[src/rtl/wcdma_ovsf_pkg.sv]
// Shared types and constants for the WCDMA OVSF channel scheduler.
// Holds the FSM state encoding and the spreading-factor helper.
package wcdma_ovsf_pkg;

    localparam int SF_LOG2_MAX = 6;
    localparam int CODE_W      = 8;
    localparam int SF_LOG2_W   = 3;

    typedef enum logic [1:0] {
        ST_IDLE = 2'd0,
        ST_CFG  = 2'd1,
        ST_RUN  = 2'd2,
        ST_ERR  = 2'd3
    } state_t;

    // Returns SF-1 for SF = 2^(k+2); doubles as the legal-code mask.
    function automatic logic [CODE_W-1:0] sf_mask(input logic [SF_LOG2_W-1:0] k);
        return {CODE_W{1'b1}} >> (SF_LOG2_W'(SF_LOG2_MAX) - k);
    endfunction

endpackage

[src/rtl/wcdma_rr_arbiter.sv]
// Combinational round-robin arbiter: lowest requester at or above ptr wins,
// otherwise wraps to the lowest requester overall. Grant is one-hot.
module wcdma_rr_arbiter #(
    parameter int NREQ = 4
) (
    input  logic [NREQ-1:0] req,
    input  logic [2:0]      ptr,
    output logic [NREQ-1:0] grant
);

    logic [NREQ-1:0] mask;
    logic [NREQ-1:0] req_hi;
    logic [NREQ-1:0] sel;

    genvar gi;
    generate
        for (gi = 0; gi < NREQ; gi++) begin : g_mask
            assign mask[gi] = (3'(gi) >= ptr);
        end
    endgenerate

    assign req_hi = req & mask;
    assign sel    = (|req_hi) ? req_hi : req;
    // Isolate lowest set bit.
    assign grant  = sel & (~sel + NREQ'(1));

endmodule

[src/rtl/wcdma_ovsf_sched.sv]
// Schedules per-requester OVSF spreading bursts onto one code generator.
// Optional macro WCDMA_OVSF_SCHED_CHECK_EN adds the request legality check and ERR state.
module wcdma_ovsf_sched
    import wcdma_ovsf_pkg::*;
#(
    parameter int NREQ  = 4,
    parameter int SYM_W = 8
) (
    input  logic                   aclk,
    input  logic                   arst,
    input  logic [NREQ-1:0]        req_valid,
    output logic [NREQ-1:0]        req_ready,
    input  logic [3*NREQ-1:0]      req_sf_log2,
    input  logic [8*NREQ-1:0]      req_code,
    input  logic [SYM_W*NREQ-1:0]  req_nsym,
    input  logic                   abort,
    output logic                   gen_cfg_valid,
    input  logic                   gen_cfg_ready,
    output logic [SF_LOG2_W-1:0]   gen_cfg_sf_log2,
    output logic [CODE_W-1:0]      gen_cfg_code,
    output logic                   gen_chip_valid,
    input  logic                   gen_chip_ready,
    output logic                   gen_sym_last,
    output logic                   gen_burst_last,
    output logic [2:0]             grant_id,
    output logic                   busy,
    output logic                   done,
    output logic                   err
);

    state_t               state_reg;
    logic [2:0]           ptr_reg;
    logic [2:0]           grant_id_reg;
    logic [SF_LOG2_W-1:0] sf_log2_reg;
    logic [CODE_W-1:0]    code_reg;
    logic [SYM_W-1:0]     nsym_reg;
    logic [CODE_W-1:0]    chip_reg;
    logic [SYM_W-1:0]     sym_reg;
    logic                 done_reg;

    logic [NREQ-1:0]      grant;
    logic [2:0]           win_id;
    logic [SF_LOG2_W-1:0] win_k;
    logic [CODE_W-1:0]    win_code;
    logic [SYM_W-1:0]     win_nsym;
    logic [SF_LOG2_W-1:0] lat_k;
    logic [CODE_W-1:0]    lat_code;
    logic                 chip_last;
    logic                 sym_last;
    logic                 chip_xfer;

    wcdma_rr_arbiter #(.NREQ(NREQ)) u_arb (
        .req   (req_valid),
        .ptr   (ptr_reg),
        .grant (grant)
    );

    always_comb begin
        win_id   = '0;
        win_k    = '0;
        win_code = '0;
        win_nsym = '0;
        for (int i = 0; i < NREQ; i++) begin
            if (grant[i]) begin
                win_id   = 3'(i);
                win_k    = req_sf_log2[i*SF_LOG2_W +: SF_LOG2_W];
                win_code = req_code[i*CODE_W +: CODE_W];
                win_nsym = req_nsym[i*SYM_W +: SYM_W];
            end
        end
    end

`ifdef WCDMA_OVSF_SCHED_CHECK_EN
    logic win_legal;
    assign win_legal = (win_k <= SF_LOG2_W'(SF_LOG2_MAX)) &&
                       ((win_code & ~sf_mask(win_k)) == '0);
    assign lat_k     = win_k;
    assign lat_code  = win_code;
    assign err       = (state_reg == ST_ERR);
`else
    // Without the check, out-of-range requests are coerced into a legal code.
    assign lat_k     = (win_k > SF_LOG2_W'(SF_LOG2_MAX)) ? SF_LOG2_W'(SF_LOG2_MAX) : win_k;
    assign lat_code  = win_code & sf_mask(lat_k);
    assign err       = 1'b0;
`endif

    assign chip_last       = (chip_reg == sf_mask(sf_log2_reg));
    assign sym_last        = (sym_reg == nsym_reg);
    assign busy            = (state_reg != ST_IDLE);
    // Gated by reset so a request held during reset is not acknowledged.
    assign req_ready       = (arst && state_reg == ST_IDLE) ? grant : '0;
    assign gen_cfg_valid   = (state_reg == ST_CFG);
    assign gen_cfg_sf_log2 = sf_log2_reg;
    assign gen_cfg_code    = code_reg;
    assign gen_chip_valid  = (state_reg == ST_RUN);
    assign gen_sym_last    = gen_chip_valid && chip_last;
    assign gen_burst_last  = gen_sym_last && sym_last;
    assign chip_xfer       = gen_chip_valid && gen_chip_ready;
    assign grant_id        = grant_id_reg;
    assign done            = done_reg;

    always_ff @(posedge aclk or negedge arst) begin
        if (!arst) begin
            state_reg    <= ST_IDLE;
            ptr_reg      <= '0;
            grant_id_reg <= '0;
            sf_log2_reg  <= '0;
            code_reg     <= '0;
            nsym_reg     <= '0;
            chip_reg     <= '0;
            sym_reg      <= '0;
            done_reg     <= 1'b0;
        end else begin
            done_reg <= 1'b0;
            case (state_reg)
                ST_IDLE: begin
                    if (|grant) begin
                        ptr_reg      <= (win_id == 3'(NREQ-1)) ? 3'd0 : win_id + 3'd1;
                        grant_id_reg <= win_id;
                        sf_log2_reg  <= lat_k;
                        code_reg     <= lat_code;
                        nsym_reg     <= win_nsym;
`ifdef WCDMA_OVSF_SCHED_CHECK_EN
                        state_reg    <= win_legal ? ST_CFG : ST_ERR;
`else
                        state_reg    <= ST_CFG;
`endif
                    end
                end
                ST_CFG: begin
                    if (abort) begin
                        state_reg <= ST_IDLE;
                    end else if (gen_cfg_ready) begin
                        state_reg <= ST_RUN;
                        chip_reg  <= '0;
                        sym_reg   <= '0;
                    end
                end
                ST_RUN: begin
                    // Abort takes priority over a coincident final transfer.
                    if (abort) begin
                        state_reg <= ST_IDLE;
                    end else if (chip_xfer) begin
                        if (chip_last) begin
                            chip_reg <= '0;
                            if (sym_last) begin
                                state_reg <= ST_IDLE;
                                done_reg  <= 1'b1;
                            end else begin
                                sym_reg <= sym_reg + SYM_W'(1);
                            end
                        end else begin
                            chip_reg <= chip_reg + CODE_W'(1);
                        end
                    end
                end
                default: state_reg <= ST_IDLE;
            endcase
        end
    end

endmodule

[config.mk]
export PLATFORM = sky130hd
export DESIGN_NAME = wcdma_ovsf_sched
export DESIGN_NICKNAME = d
export VERILOG_FILES = /design/src/rtl/wcdma_ovsf_pkg.sv /design/src/rtl/wcdma_rr_arbiter.sv /design/src/rtl/wcdma_ovsf_sched.sv
export SDC_FILE = /design/constraint.sdc
export NUM_CORES = 1
export LEC_CHECK = 0
export ABC_CLOCK_PERIOD_IN_PS = 7150
export CAP_MARGIN = 5
export CELL_PAD_IN_SITES_DETAIL_PLACEMENT = 0
export CELL_PAD_IN_SITES_GLOBAL_PLACEMENT = 2
export CORE_UTILIZATION = 27
export CTS_CLUSTER_SIZE = 28
export DETAILED_ROUTE_END_ITERATION = 6
export GPL_ROUTABILITY_DRIVEN = 0
export GPL_TIMING_DRIVEN = 1
export PLACE_DENSITY_LB_ADDON = 0.1
export SYNTH_ARGS = -nofsm -noshare
export SYNTH_HDL_FRONTEND = slang
export SYNTH_SLANG_ARGS = --single-unit
[constraint.sdc]
create_clock -name aclk -period 7.15 [get_ports aclk]
set_clock_uncertainty 0.2 [all_clocks]
set_input_delay 0.715 -clock aclk [delete_from_list [all_inputs] [get_ports aclk]]
set_output_delay 0.715 -clock aclk [all_outputs]
set_load 0.02 [all_outputs]
After elaboration in Yosys (flattened, before gate mapping)
Cells that the tools add are included.
{ "classes": {"bitwise": 4, "n_reduce_logical": 13, "shifts": 2, "muxes": 43, "n_lt_le_gt_ge": 5, "n_addsub": 6, "eq_ne": 16} }
{ "ops": {"columns": ["op", "n"], "rows": [
  ["2-to-1 mux 8 bit", 17],
  ["one-hot mux 8 bit (2 select lines)", 2],
  ["2-to-1 mux 3 bit", 8],
  ["adder 8 x 1 -> 8 bit, second input constant", 2],
  ["equality test 8 bit", 2],
  [">> shifter 8 x 3 -> 8 bit, first input constant", 2],
  ["2-to-1 mux 2 bit", 7],
  ["inequality test 3 x 2 -> 1 bit, second input constant", 4],
  ["AND reduction 5 bit", 2],
  ["AND 4 bit", 2],
  ["AND 8 bit", 1],
  ["2-to-1 mux 4 bit", 2],
  ["inequality test 2 x 1 -> 1 bit, second input constant", 4],
  ["OR reduction 4 bit", 2],
  ["AND reduction 7 bit", 1],
  [">= comparator 1 x 3 -> 1 bit, first input constant", 2],
  [">= comparator 2 x 3 -> 1 bit, first input constant", 2],
  ["2-to-1 mux 1 bit", 6],
  ["inequality test 2 bit, second input constant", 3],
  ["one-hot mux 2 bit (3 select lines)", 1],
  ["subtractor 3 bit, first input constant", 2],
  ["adder 4 x 1 -> 4 bit, second input constant", 1],
  ["logical AND 1 bit", 4],
  ["inverter 4 bit", 1],
  ["8 further kinds", 9]
]} }
{ "word_totals": {"register_bits": 44, "inputBits": 85, "elab_cells": 98, "output_inout_bits": 25} }

Logic depth before layout (Yosys ltp)
{ "depth": {"depth_word": 16, "mapped_depth": 10, "depth_no_buf": 9} }

Cells and area by module
Synthesis repeated with hierarchy kept, for this count alone.
{ "hier_totals": {"cells_unflattened": 326, "hier_area_um2": 2820.2} }
{ "modules_own_cells": {"columns": ["mod", "cells_per_inst", "area_per_inst_um2", "n_inst", "seq_area_each_um2"], "rows": [
  ["wcdma_ovsf_sched", 305, 2697.6, 1, 1051.0],
  ["wcdma_rr_arbiter", 21, 122.6, 1, 0.0]
]} }

Worst setup path before layout
No wires, ideal clock.
{ "synth_path": {"path_kind": "reg2out", "startpoint": "register sf_log2_reg[1], in the netlist gen_cfg_sf_log2[1]", "endpoint": "output port gen_burst_last", "t_arrival_ps": 2102, "setup_slack_ps": 4133, "t_required_ps": 6235, "path_stages_with_launch": 9, "path_cell_list": "dfrtp_1 -> ha_1 -> inv_1 -> ha_1 -> nand2b_1 -> xnor2_1 -> nor4_2 -> buf_2 -> and3_1"} }
{ "synth_between": {"elab_chain_cells": 5} }
{ "synth_rtl": {"columns": ["element", "line", "rtl"], "rows": [
  ["start, declared", "wcdma_ovsf_sched.sv:34", "logic [SF_LOG2_W-1:0] sf_log2_reg;"],
  ["start signal, assigned", "wcdma_ovsf_sched.sv:120", "sf_log2_reg <= lat_k;"],
  ["subtractor 3 bit", "wcdma_ovsf_pkg.sv:18", "return {CODE_W{1'b1}} >> (SF_LOG2_W'(SF_LOG2_MAX) - k);"],
  [">> shifter 8 x 3 -> 8 bit", "wcdma_ovsf_pkg.sv:18", null],
  ["equality test 8 bit", "wcdma_ovsf_sched.sv:87", "assign chip_last = (chip_reg == sf_mask(sf_log2_reg));"],
  ["logical AND 1 bit", "wcdma_ovsf_sched.sv:96", "assign gen_sym_last = gen_chip_valid && chip_last;"],
  ["logical AND 1 bit", "wcdma_ovsf_sched.sv:97", "assign gen_burst_last = gen_sym_last && sym_last;"],
  ["end, declared", "wcdma_ovsf_sched.sv:24", "output logic gen_burst_last,"]
]} }
Every way passes these cells.

Worst setup path in the final report
{ "layout_path": {"startpoint": "input port req_valid[3]", "endpoint": "output port req_ready[2]"} }
{ "layout_between": {"elab_chain_cells": 7} }
{ "layout_rtl": {"columns": ["element", "line", "rtl"], "rows": [
  ["start, declared", "wcdma_ovsf_sched.sv:11", "input logic [NREQ-1:0] req_valid,"],
  ["AND 4 bit (*)", "wcdma_rr_arbiter.sv:22", "assign req_hi = req & mask;"],
  ["OR reduction 4 bit (*)", "wcdma_rr_arbiter.sv:23", "assign sel = (|req_hi) ? req_hi : req;"],
  ["2-to-1 mux 4 bit (*)", "wcdma_rr_arbiter.sv:23", null],
  ["inverter 4 bit", "wcdma_rr_arbiter.sv:25", "assign grant = sel & (~sel + NREQ'(1));"],
  ["adder 4 x 1 -> 4 bit", "wcdma_rr_arbiter.sv:25", null],
  ["AND 4 bit (*)", "wcdma_rr_arbiter.sv:25", null],
  ["2-to-1 mux 4 bit (*)", "wcdma_ovsf_sched.sv:91", "assign req_ready = (arst && state_reg == ST_IDLE) ? grant : '0;"],
  ["end, declared", "wcdma_ovsf_sched.sv:12", "output logic [NREQ-1:0] req_ready,"]
]} }
Mark *: on every way between the ends. The rest lies on a longest branch, timed or not.

==> impl_metrics.yaml <==
sta:
  rsz0062_at_grt: "false"
  tns_ns: 0
  slew-limit-headroom_pct: 44.0
  finalCritPeriodShare_pct: 60.2
  hold_viol: 0
  setup_viol: 0
  slew_violations: 0
  fmax_ghz: 0.232
  min_period_ns: 4.31
  worst_pin_slew_ns: 0.839
logic_synthesis:
  async_reset_ff_share_pct: 100
  synth_edf_count: 0
  synthFlopType: "dfrtp_1"
  syn-instance-count: 324
  synth-seq-cells: 42
  synth_area_um2: 2870
  avgSynthCellArea_um2: 8.84
  yosys_warnings: 0
  yosysUniqueCellTypes: 61
  ys_seq_area_share_pct: 36.7
pwr:
  p_comb_share_pct: 56.1
  power.switching_mw: 0.529
  p_int_mw: 0.705
  ir_worst_vdd_v: 0.000114
  cellPowerDensity_nw_per_um2: 301
  power_frac_seq_pct: 30.6
  p_total_mw: 1.23
  power.share.switching_pct: 42.9
  p_leak_nw: 1.70
  clkPwrFrac_pct: 13.4
drt:
  dr.pass1.iters: 6
  ant_nets: 0
  via_count: 2827
  drt-initial-drc-count: 97
  drcViolationCount: 0
  viasPerCell: 5.08
  wl_per_cell_um: 16.4
  wirelength_um: 9140
place:
  dp.cells: 549
  port_buffers: 107
  hpwl_um: 6790
worst_setup_path:
  critical_path.most_common_cell: "clkdlybuf4s50_1"
  worst-path-buf-inv: 2
  cpMaxStageDelayCell: "or2_1"
  worstSetupStartpointType: "primary input"
  setup.worst_path.class: "primary input to output pin"
  crit_family: "simple AND/OR/NAND/NOR gates"
  cp-end-kind: "output pin"
  crit_required_ns: 6.23
  cpPeakStageDelay_ns: 0.67
  worstPathCellList: "clkdlybuf4s50_1, or2_2, a21oi_1, or2_1, and3_1, clkdlybuf4s50_1"
  arrival_ns: 3.39
  cp_max_fo: 21
clock_network:
  cts_buffers: 5
  cts_sinks: 42
  cts-resized-gates: 0
  cts_tree: "yes"
  cts_buffer_depth: 2
  post_cts_buffers: 0
  root_buffer: "clkbuf_8"
  cts_hold_repair.buffers: 0
  htreeDepth: 2
  path_clk_slew_ns: 0.09
  clk_latency_ns: 0.30
global_routing:
  grt_pass1_vias: 2818
  grt_max_degree: 47
  met3_usage_pct: 3.74
  track_usage_pct: 16.8
  grt_pass1_wl_um: 14500
  grtUsageMet1_pct: 19.6
  grt_overflow: 0
  grt_use_met2_pct: 30.3
  antenna_found_initial: 0
  top_usage_layer: "met2"
floorplanning:
  start_util_pct: 27.8
  die_h_um: 105
  boundaryPins: 110
  coreArea_um2: 10300
  die-area_um2: 11000
  die_w_um: 105
  num_rows: 37
layout:
  fin_nets: 512
  area_growth_pct: 42.9
  regArea_um2: 1050
  antennaDiodeCount: 0
  fillers: 1070
  fin_cells: 557
  drive_above_1_share_pct: 6.18
  multiInputGateArea_um2: 1650
run_status:
  outcome: "finished clean"
flow_run:
  cap_violations: 0
min_path:
  hp-class: "primary input to async pin"
## final cells by class
class,count,area share [%]
Multi-Input combinational cell,250,40.3
Timing Repair Buffer,110,26.6
Sequential cell,42,25.7
Tap cell,136,4.16
Clock buffer,7,2.11
Inverter,11,1.01
Clock inverter,1,0.122
## power by group through the flow
stage / clock network, mW / registers [mW] / logic, mW
3_3_place_gp: 0 / 0.383 / 0.698
2_1_floorplan: 0 / 0.396 / 0.444
3_5_place_dp: 0 / 0.384 / 0.698
5_1_grt: 0.182 / 0.390 / 0.763
6_report: 0.165 / 0.377 / 0.692
4_1_cts: 0.172 / 0.379 / 0.703
## routing by layer
metal / up-vias / wire, µm
met4: 0 / 153
met1: 1343 / 4120
met2: 70 / 4450
met5: - / 0
met3: 11 / 423
li1: 1403 / -
## cells by family after synthesis
group	share of synthesized area (%)
AOI/OAI and AO/OA	28.8
xor gates and xnor gates	4.28
adders and majority gates	3.06
buffers and inverters	5.94
DFF	36.7
muxes	1.48
other	0.131
and+or+nand+nor	19.7
## layout by cell type (no fill, tap or decap), drive strengths merged, types with 8 or more instances in the layout
cell,count
clkdlybuf4s50,106
dfrtp,42
nand2,30
nor2,26
o21ai,23
a222oi,16
a21oi,14
inv,11
a31oi,11
xor2,10
nand3,10
and3,8
## worst register-to-register path, delay by kind of cell (launching register included)
kind / cells / cell delay, ns
compound gates: 6 / 1.59
flops: 1 / 0.52
xor+xnor: 1 / 0.35
fa+ha+maj: 1 / 0.24
## worst paths after layout
check | from | end | slack [ns] | depth (start not counted)
max | req_valid[3] | req_ready[2] | 2.84 | 6
min | arst | sym_reg[6] | 0.29 | 2
min reg2reg | gen_cfg_code[3] | gen_cfg_code[3] | 0.29 | 1
max in group asynchronous | arst | gen_cfg_code[5] | 6.04 | 2
max reg2reg | ptr_reg[1] | gen_cfg_code[4] | 4.12 | 8
min in group aclk | gen_cfg_code[3] | gen_cfg_code[3] | 0.29 | 1
## metrics by stage
step                utilization (%)  setup slack (ns)  area (µm²)  hold slack, ns
floorplan                         -              4.13        2870           0.219
global placement               38.8              2.82        4000           0.262
detailed placement             38.8              2.82        4000           0.272
CTS                            39.7              2.79        4090           0.292
global route                   39.7              2.64        4090           0.307
finish                         39.7              2.84        4090           0.285
## cell usage after synthesis, types with 2 or more instances
library cell  number  area, µm²
a21boi_0           2       15.0
a21o_1             6       45.0
a21oi_1           13       65.1
a221oi_1           2       17.5
a222oi_1          16        160
a22o_1             6       52.6
a31oi_1           11       68.8
and2_1             2       12.5
and3_1             8       50.1
buf_2             10       50.1
buf_4              3       22.5
buf_6              3       33.8
clkbuf_1           6       22.5
dfrtp_1           42       1050
ha_1               7       87.6
inv_1             11       41.3
mux2_2             2       22.5
mux2i_1            2       20.0
nand2_1           30        113
nand2b_1           7       43.8
nand3_1           10       50.1
nand3b_1           2       15.0
nand4_1            3       18.8
nor2_1            26       97.6
nor2b_1            4       25.0
nor3_1             6       30.0
nor4_1             3       18.8
o211a_1            2       20.0
o21a_1             2       15.0
o21ai_0           22        110
o21bai_1           2       15.0
o22a_1             3       26.3
o31ai_1            5       37.5
or2_2              2       12.5
or3_1              5       31.3
xnor2_1            4       35.0
xor2_1            10       87.6
Note: power is estimated with default switching activity, not from simulation.
